File: src/rtl/fetch_queue.sv
// ============================================================================
//  Module      : fetch_queue
//  Description : Circular instruction queue between the I-cache and the issue
//                stage. Accepts instruction pairs and presents the two oldest
//                entries with zero latency.
//  Revision    : 1.0 - initial release
// ============================================================================
`default_nettype none

module fetch_queue #(
  parameter int DEPTH = 8
) (
  input  logic                       clk,
  input  logic                       rst_n,
  input  logic                       fill_valid,
  input  logic [31:0]                fill_instr0,
  input  logic [31:0]                fill_instr1,
  output logic                       fill_ready,
  input  logic                       consume,
  input  logic                       rollback,
  input  logic                       flush,
  output logic [31:0]                instr1,
  output logic [31:0]                instr2,
  output logic                       valid1,
  output logic                       valid2,
  output logic [$clog2(DEPTH):0]     count,
  output logic [15:0]                stall_cycles
);

  localparam int AW = $clog2(DEPTH);
  localparam int CW = AW + 1;

  logic [31:0]   mem_q [DEPTH];
  logic [AW-1:0] rd_ptr_q, rd_ptr_d;
  logic [AW-1:0] wr_ptr_q, wr_ptr_d;
  logic [CW-1:0] count_q, count_d;
  logic [15:0]   stall_q, stall_d;

  logic          w_push;
  logic [1:0]    w_pop_req;
  logic [CW-1:0] w_pop_req_ext;
  logic [CW-1:0] w_pop_n;
  logic [CW-1:0] w_push_n;
  logic [AW-1:0] w_rd_nxt;
  logic [AW-1:0] w_wr_nxt;

  // Space for a whole pair is required; a same-cycle pop never helps.
  assign fill_ready = (count_q <= CW'(DEPTH - 2));
  assign w_push     = fill_valid && fill_ready;
  assign w_rd_nxt   = rd_ptr_q + AW'(1);
  assign w_wr_nxt   = wr_ptr_q + AW'(1);

  // Pop amount: requested width, clamped by occupancy so the queue never underflows.
  always_comb begin
    w_pop_req = 2'd0;
    if (consume) begin
      w_pop_req = rollback ? 2'd1 : 2'd2;
    end
    w_pop_req_ext = {{(CW-2){1'b0}}, w_pop_req};
    w_pop_n       = (count_q < w_pop_req_ext) ? count_q : w_pop_req_ext;
    w_push_n      = w_push ? CW'(2) : '0;
  end

  // Next-state for pointers, occupancy and the starvation counter.
  always_comb begin
    rd_ptr_d = rd_ptr_q + w_pop_n[AW-1:0];
    wr_ptr_d = w_push ? (wr_ptr_q + AW'(2)) : wr_ptr_q;
    count_d  = count_q + w_push_n - w_pop_n;
    if (flush) begin
      rd_ptr_d = '0;
      wr_ptr_d = '0;
      count_d  = '0;
    end
    // Starvation is counted even in flush cycles and survives the flush.
    stall_d = stall_q;
    if (consume && !rollback && (count_q < CW'(2)) && (stall_q != 16'hFFFF)) begin
      stall_d = stall_q + 16'd1;
    end
  end

  // Control state registers.
  always_ff @(posedge clk or negedge rst_n) begin
    if (!rst_n) begin
      rd_ptr_q <= '0;
      wr_ptr_q <= '0;
      count_q  <= '0;
      stall_q  <= '0;
    end else begin
      rd_ptr_q <= rd_ptr_d;
      wr_ptr_q <= wr_ptr_d;
      count_q  <= count_d;
      stall_q  <= stall_d;
    end
  end

  // Storage: the older instruction lands at wr_ptr, the younger right after it.
  always_ff @(posedge clk or negedge rst_n) begin
    if (!rst_n) begin
      for (int i = 0; i < DEPTH; i++) begin
        mem_q[i] <= 32'h0;
      end
    end else if (w_push && !flush) begin
      mem_q[wr_ptr_q] <= fill_instr0;
      mem_q[w_wr_nxt] <= fill_instr1;
    end
  end

  // Head outputs; empty slots show a NOP bubble.
  always_comb begin
    valid1 = (count_q >= CW'(1));
    valid2 = (count_q >= CW'(2));
    instr1 = valid1 ? mem_q[rd_ptr_q] : 32'h0;
    instr2 = valid2 ? mem_q[w_rd_nxt] : 32'h0;
  end

  assign count        = count_q;
  assign stall_cycles = stall_q;

endmodule

`default_nettype wire

File: config.mk
export PLATFORM = sky130hd
export DESIGN_NAME = fetch_queue
export DESIGN_NICKNAME = d
export VERILOG_FILES = /design/src/rtl/fetch_queue.sv
export SDC_FILE = /design/constraint.sdc
export NUM_CORES = 1
export LEC_CHECK = 0
export ABC_AREA = 1
export BUFFER_PORTS_ARGS = -buffer_cell sky130_fd_sc_hd__clkbuf_2
export CAP_MARGIN = 20
export CORE_ASPECT_RATIO = 0.7
export CORE_UTILIZATION = 58
export CTS_CLUSTER_DIAMETER = 40
export DETAILED_ROUTE_END_ITERATION = 6
export PLACE_DENSITY = 0.78
export SYNTH_ARGS = -nofsm -noshare
export SYNTH_HDL_FRONTEND = slang
export SYNTH_SLANG_ARGS = --single-unit
File: constraint.sdc
create_clock -name clk -period 6.6 [get_ports clk]
set_input_delay 1.32 -clock clk [delete_from_list [all_inputs] [get_ports clk]]
set_output_delay 1.32 -clock clk [all_outputs]
set_load 0.03 [all_outputs]
=== Word-level counts from Yosys, hierarchy flattened ===
Index checks and enable logic that the tools add are counted.

* Memories: 0
* Bits in read-only memories: 0
* Bits in latches: 0
* Flip-flop bits (word level): 282
* Output and inout port bits: 87
* Word-level logic and storage cells: 67
* RAM bits: 0
* Input port bits: 70

* Equal/unequal tests: 1
* Reduce and logical (&&, ||, !) cells: 10
* $add $sub $neg: 7
* Muxes and demuxes: 22
* Shifts and indexed selects: 0
* Div/mod/pow operators: 0
* Bitwise logic cells: 4
* $lt $le $gt $ge: 11
* $mul: 0

{| class="wikitable"
|+ Operator list
! operator !! count
|-
| $bwmux 256 || 2
|-
| $mux 32 || 8
|-
| $bmux 32 s3 || 2
|-
| $demux 32 s3 || 2
|-
| $add 16x1->16 const B || 1
|-
| $ge 4x4->1 const B || 4
|-
| $ne 16x16->1 const B || 1
|-
| $not 3->4 || 4
|-
| $mux 3 || 3
|-
| $lt 4x1->1 const B || 2
|-
| $mux 4 || 2
|-
| $logic_and 1x1->1 || 7
|-
| $add 3x1->3 const B || 2
|-
| $mux 2 || 3
|-
| $add 4x2->4 || 1
|-
| $ge 4x1->1 const B || 1
|-
| $ge 4x2->1 const B || 1
|-
| $le 4x3->1 const B || 1
|-
| $lt 4x2->1 || 1
|-
| $lt 4x2->1 const B || 1
|-
| $sub 4x4->4 || 1
|-
| $add 3x2->3 const B || 1
|-
| $add 3x3->3 || 1
|-
| $logic_not 1->1 || 2
|-
| $reduce_bool 2->1 || 1
|}

=== Depth between registers and ports, before layout ===
* Word-level depth: 7
* Mapped depth: 16
* Depth with buffers taken out: 16

=== Worst setup path after synthesis ===
OpenSTA, ideal clock, no wires.

* Path type: input port to flip-flop
* From: in rollback
* To: reg count_q[3] (netlist: count[3])
* Required time: 6.481 ns
* Setup slack: 2.980 ns
* Buffers on the path: 0
* Data arrival time: 3.502 ns
* Setup time: 0.119 ns
* Cell stages on the path: 16
* Cells stage by stage: inv_1 -> nand2_1 -> ha_1 -> nand2_1 -> nand2_1 -> nand2_1 -> nand2_1 -> nor2_1 -> a21oi_1 -> fa_1 -> inv_1 -> ha_1 -> inv_1 -> fa_1 -> xnor2_1 -> nor2_1

* Longest elaborated chain between the ends: 6

{| class="wikitable"
|+ RTL lines
! item !! RTL line !! text
|-
| start: declaration || 20 || <nowiki>input logic rollback,</nowiki>
|-
| $mux 2 (*) || 57 || <nowiki>w_pop_req = rollback ? 2'd1 : 2'd2;</nowiki>
|-
| $mux 2 (*) || 56 || <nowiki>if (consume) begin</nowiki>
|-
| $lt 4x2->1 || 60 || <nowiki>w_pop_n = (count_q < w_pop_req_ext) ? count_q : w_pop_req_ext;</nowiki>
|-
| $mux 4 (*) || 60 ||
|-
| $sub 4x4->4 (*) || 68 || <nowiki>count_d = count_q + w_push_n - w_pop_n;</nowiki>
|-
| $mux 4 (*) || 69 || <nowiki>if (flush) begin</nowiki>
|-
| net count_d[3] || 36 || <nowiki>logic [CW-1:0] count_q, count_d;</nowiki>
|-
| end signal: assignment || 91 || <nowiki>count_q <= count_d;</nowiki>
|-
| end: declaration || 36 ||
|}

The timed path passes the listed nets; every way through them passes the cells marked *.
A chain may end at the register's enable or synchronous reset.

=== Worst setup path in the final report ===
* From: reg rd_ptr_q[1]
* To: out instr2[20]

* Longest elaborated chain between the ends: 6

{| class="wikitable"
|+ RTL lines
! item !! RTL line !! text
|-
| start: declaration || 34 || <nowiki>logic [AW-1:0] rd_ptr_q, rd_ptr_d;</nowiki>
|-
| start signal: assignment || 89 || <nowiki>rd_ptr_q <= rd_ptr_d;</nowiki>
|-
| $add 3x1->3 || 50 || <nowiki>assign w_rd_nxt = rd_ptr_q + AW'(1);</nowiki>
|-
| $not 3->4 (not written as such) || 113 || <nowiki>instr2 = valid2 ? mem_q[w_rd_nxt] : 32'h0;</nowiki>
|-
| $bmux 32 s3 || 113 ||
|-
| $mux 32 (not written as such) (2 in series) || 113 ||
|-
| $mux 32 || 113 ||
|-
| end: declaration || 23 || <nowiki>output logic [31:0] instr2,</nowiki>
|}

No other way between the ends. The select of a mux whose other input is x is not followed.

==> flow_metrics.tcl <==
set metrics [dict create \
    period_needed_ps 5180 \
    syn_nets 2344 \
    vdd_drop_max_mv 0.514 \
    cts_tree "yes" \
    slew_headroom_pct 27.7 \
    place_ws_ps 2180 \
    drt_iter0_markers 1905 \
    rsz0062_at_grt "no" \
    fin_util_pct 66.9 \
    reg2reg_slack_ps 3670 \
    ys_seq_elements 281 \
    grt_pass1_vias 14950 \
    vias 16059 \
    routed_wl_um 50400 \
    critPathLaunchType "flip-flop" \
    synth_area_um2 16000 \
    initial_core_util_pct 59.5 \
    min_period_over_period_pct 78.6 \
    crit_path_cell_trace "ha_2 > inv_1 > buf_4 > o21ai_0 > a21oi_1 > o21ai_1 > nor2_1 > clkbuf_2" \
    clockRootBuffer "clkbuf_16" \
    postCtsSetupBuffers 0 \
    grt_antenna_before_repair 0 \
    post_drt_wl_per_cell_um 18.6 \
    syn_inst 2254 \
    crit_path_max_fanout 39 \
    final_cell_mix "nand2_1 (594), o21ai_0 (384), dfrtp_1 (279)" \
    yosys_warnings 0 \
    grt_pass1_wl_um 79700 \
    grt_max_degree 142 \
    powerDensity_nw_per_um2 558 \
    report.final.slew_viol_count 0 \
    nets 2402 \
    die_area_um2 28300 \
    vias_per_cell 5.94 \
    power.leakage_nw 9.02 \
    tns_ps 0 \
    track_usage_pct 35.6 \
    numClockSinks 281 \
    ioPinCount 157 \
    dp_hpwl_um 28600 \
    clk_latency_ps 530 \
    setup_viol 0 \
    clock.fmax_mhz 193 \
    max_stage_delay_ps 910 \
    diodes 0 \
    drc 0 \
    cts_made_buffers 37 \
    synth_cell_types 29 \
    seq_area_frac_synth_pct 43.8 \
    status "finished clean" \
    critPathBufInv 3 \
    critPathArrivalTime_ps 3860 \
    critical-path-top-delay-family "buffers and inverters" \
    overflow 0 \
    core_um2 27000 \
    chipHeight_um 141 \
    multi_input_area_um2 7700 \
    worstSetupPathType "reg2out" \
    clkTransAtPathRegs_ps 60 \
    hold_viol_final 0 \
    placed_cell_area_um2 16800 \
    syn_avg_cell_area_um2 7.11 \
    hold_buffers 0 \
    fin_area_um2 18000 \
    io_buffer_count 156 \
    area_growth_pct 12.6 \
    setup.worst_path.end_class "output pin" \
    maxCapViolations 0 \
    critPathSlowestCell "dfrtp_2" \
    final_common_cell "nand2_1" \
    firstDrtPassIters 5 \
    num_rows 50 \
    fin_skew_ps 12.9 \
    drtAntennaViolNets 0 \
    cp.required_ps 5280 \
    h-tree-depth 2 \
    clockBufferDepth 3 \
    min_path_type "reg2reg" \
    tightest_slew_ps 1090 \
    regArea_um2 7040 \
    drive_gt1_share_pct 12.4 \
    finalPower_mw 10.1 \
    worst_slack_ps 1420 \
    fillCellCount 2326 \
    gp_congestion 0.817 \
    cts_resized 0 \
    die_x_um 201 \
]
-- registers in the layout, summed over array words and instances, names as in the netlist --
| name | count |
|---|---|
| mem_q | 256 |
| wr_ptr_q | 2 |
| stall_cycles | 16 |
| rd_ptr_q | 3 |
| count | 4 |
-- synthesized netlist by cell type, drive strengths merged --
library cell / n / area share (%)
a211oi: 32 / 1.5
a21oi: 188 / 5.9
and2: 1 / 0.039
buf: 71 / 2.4
clkbuf: 92 / 2.2
clkinv: 1 / 0.023
dfrtp: 281 / 44
fa: 3 / 0.37
ha: 17 / 1.3
inv: 158 / 3.7
nand2: 597 / 14
nand3: 136 / 4.2
nand4: 3 / 0.12
nor2: 211 / 5.2
nor3: 3 / 0.094
o211a: 6 / 0.37
o21ai: 413 / 13
or2: 26 / 1.0
xnor2: 9 / 0.49
xor2: 6 / 0.33
-- layout make-up --
type	instances	area share, %
Multi-Input combinational cell	1651	42.7
Sequential cell	281	39.0
Clock buffer	43	5.60
Timing Repair Buffer	182	5.53
Inverter	159	3.33
Tap cell	364	2.52
Clock inverter	24	1.37
-- per-stage QoR --
step | hold WS (ps) | cells
after floorplan | 449 | 2254
after global placement | 467 | 2637
after detailed placement | 474 | 2637
after CTS | 491 | 2704
after global routing | 505 | 2704
final | 488 | 2704
-- final timing paths --
kind | cells after the start | from | endpoint
min | 2 | mem_q[184] | mem_q[184]
max | 8 | rd_ptr_q[1] | instr2[20]
min reg2reg | 2 | mem_q[184] | mem_q[184]
max in group asynchronous | 2 | rst_n | mem_q[73]
max reg2reg | 13 | count[1] | count[3]
min in group asynchronous | 1 | rst_n | mem_q[248]
-- cells by family after synthesis --
group,after synthesis,synth area share (%)
AND/OR/NAND/NOR,977,24.7
AO/OA/AOI/OAI,639,20.7
buffers and inverters,322,8.25
flip-flops,281,43.8
adder cells (fa/ha/maj),20,1.70
XOR/XNOR,15,0.819
-- routing by layer --
metal / GRT usage (%) / vias to the layer above / routed length [µm]
met5: 0 / - / 0
met4: 12.5 / 0 / 1210
met3: 8.30 / 112 / 6230
met2: 53.3 / 1023 / 21500
met1: 50.7 / 7455 / 21400
li1: - / 7469 / -
-- worst register-to-register path, cell delays in order (launching register included) --
cell and delay [ps]:
dfrtp_1 450, ha_1 330, nand2_1 70, nand2_1 40, nand2_1 110, nand2_1 120
a21oi_1 360, fa_1 480, inv_1 70, ha_1 140, inv_1 50, fa_1 370
xnor2_1 170, nor2_1 60
-- where the power goes --
| group | switching [mW] | internal, mW | total (mW) |
|---|---|---|---|
| sequential | 0.410 | 2.32 | 2.73 |
| clock | 0.821 | 1.23 | 2.05 |
| combinational | 3.79 | 1.49 | 5.28 |
| total | 5.02 | 5.04 | 10.1 |
Note: power is estimated with default switching activity, not from simulation.
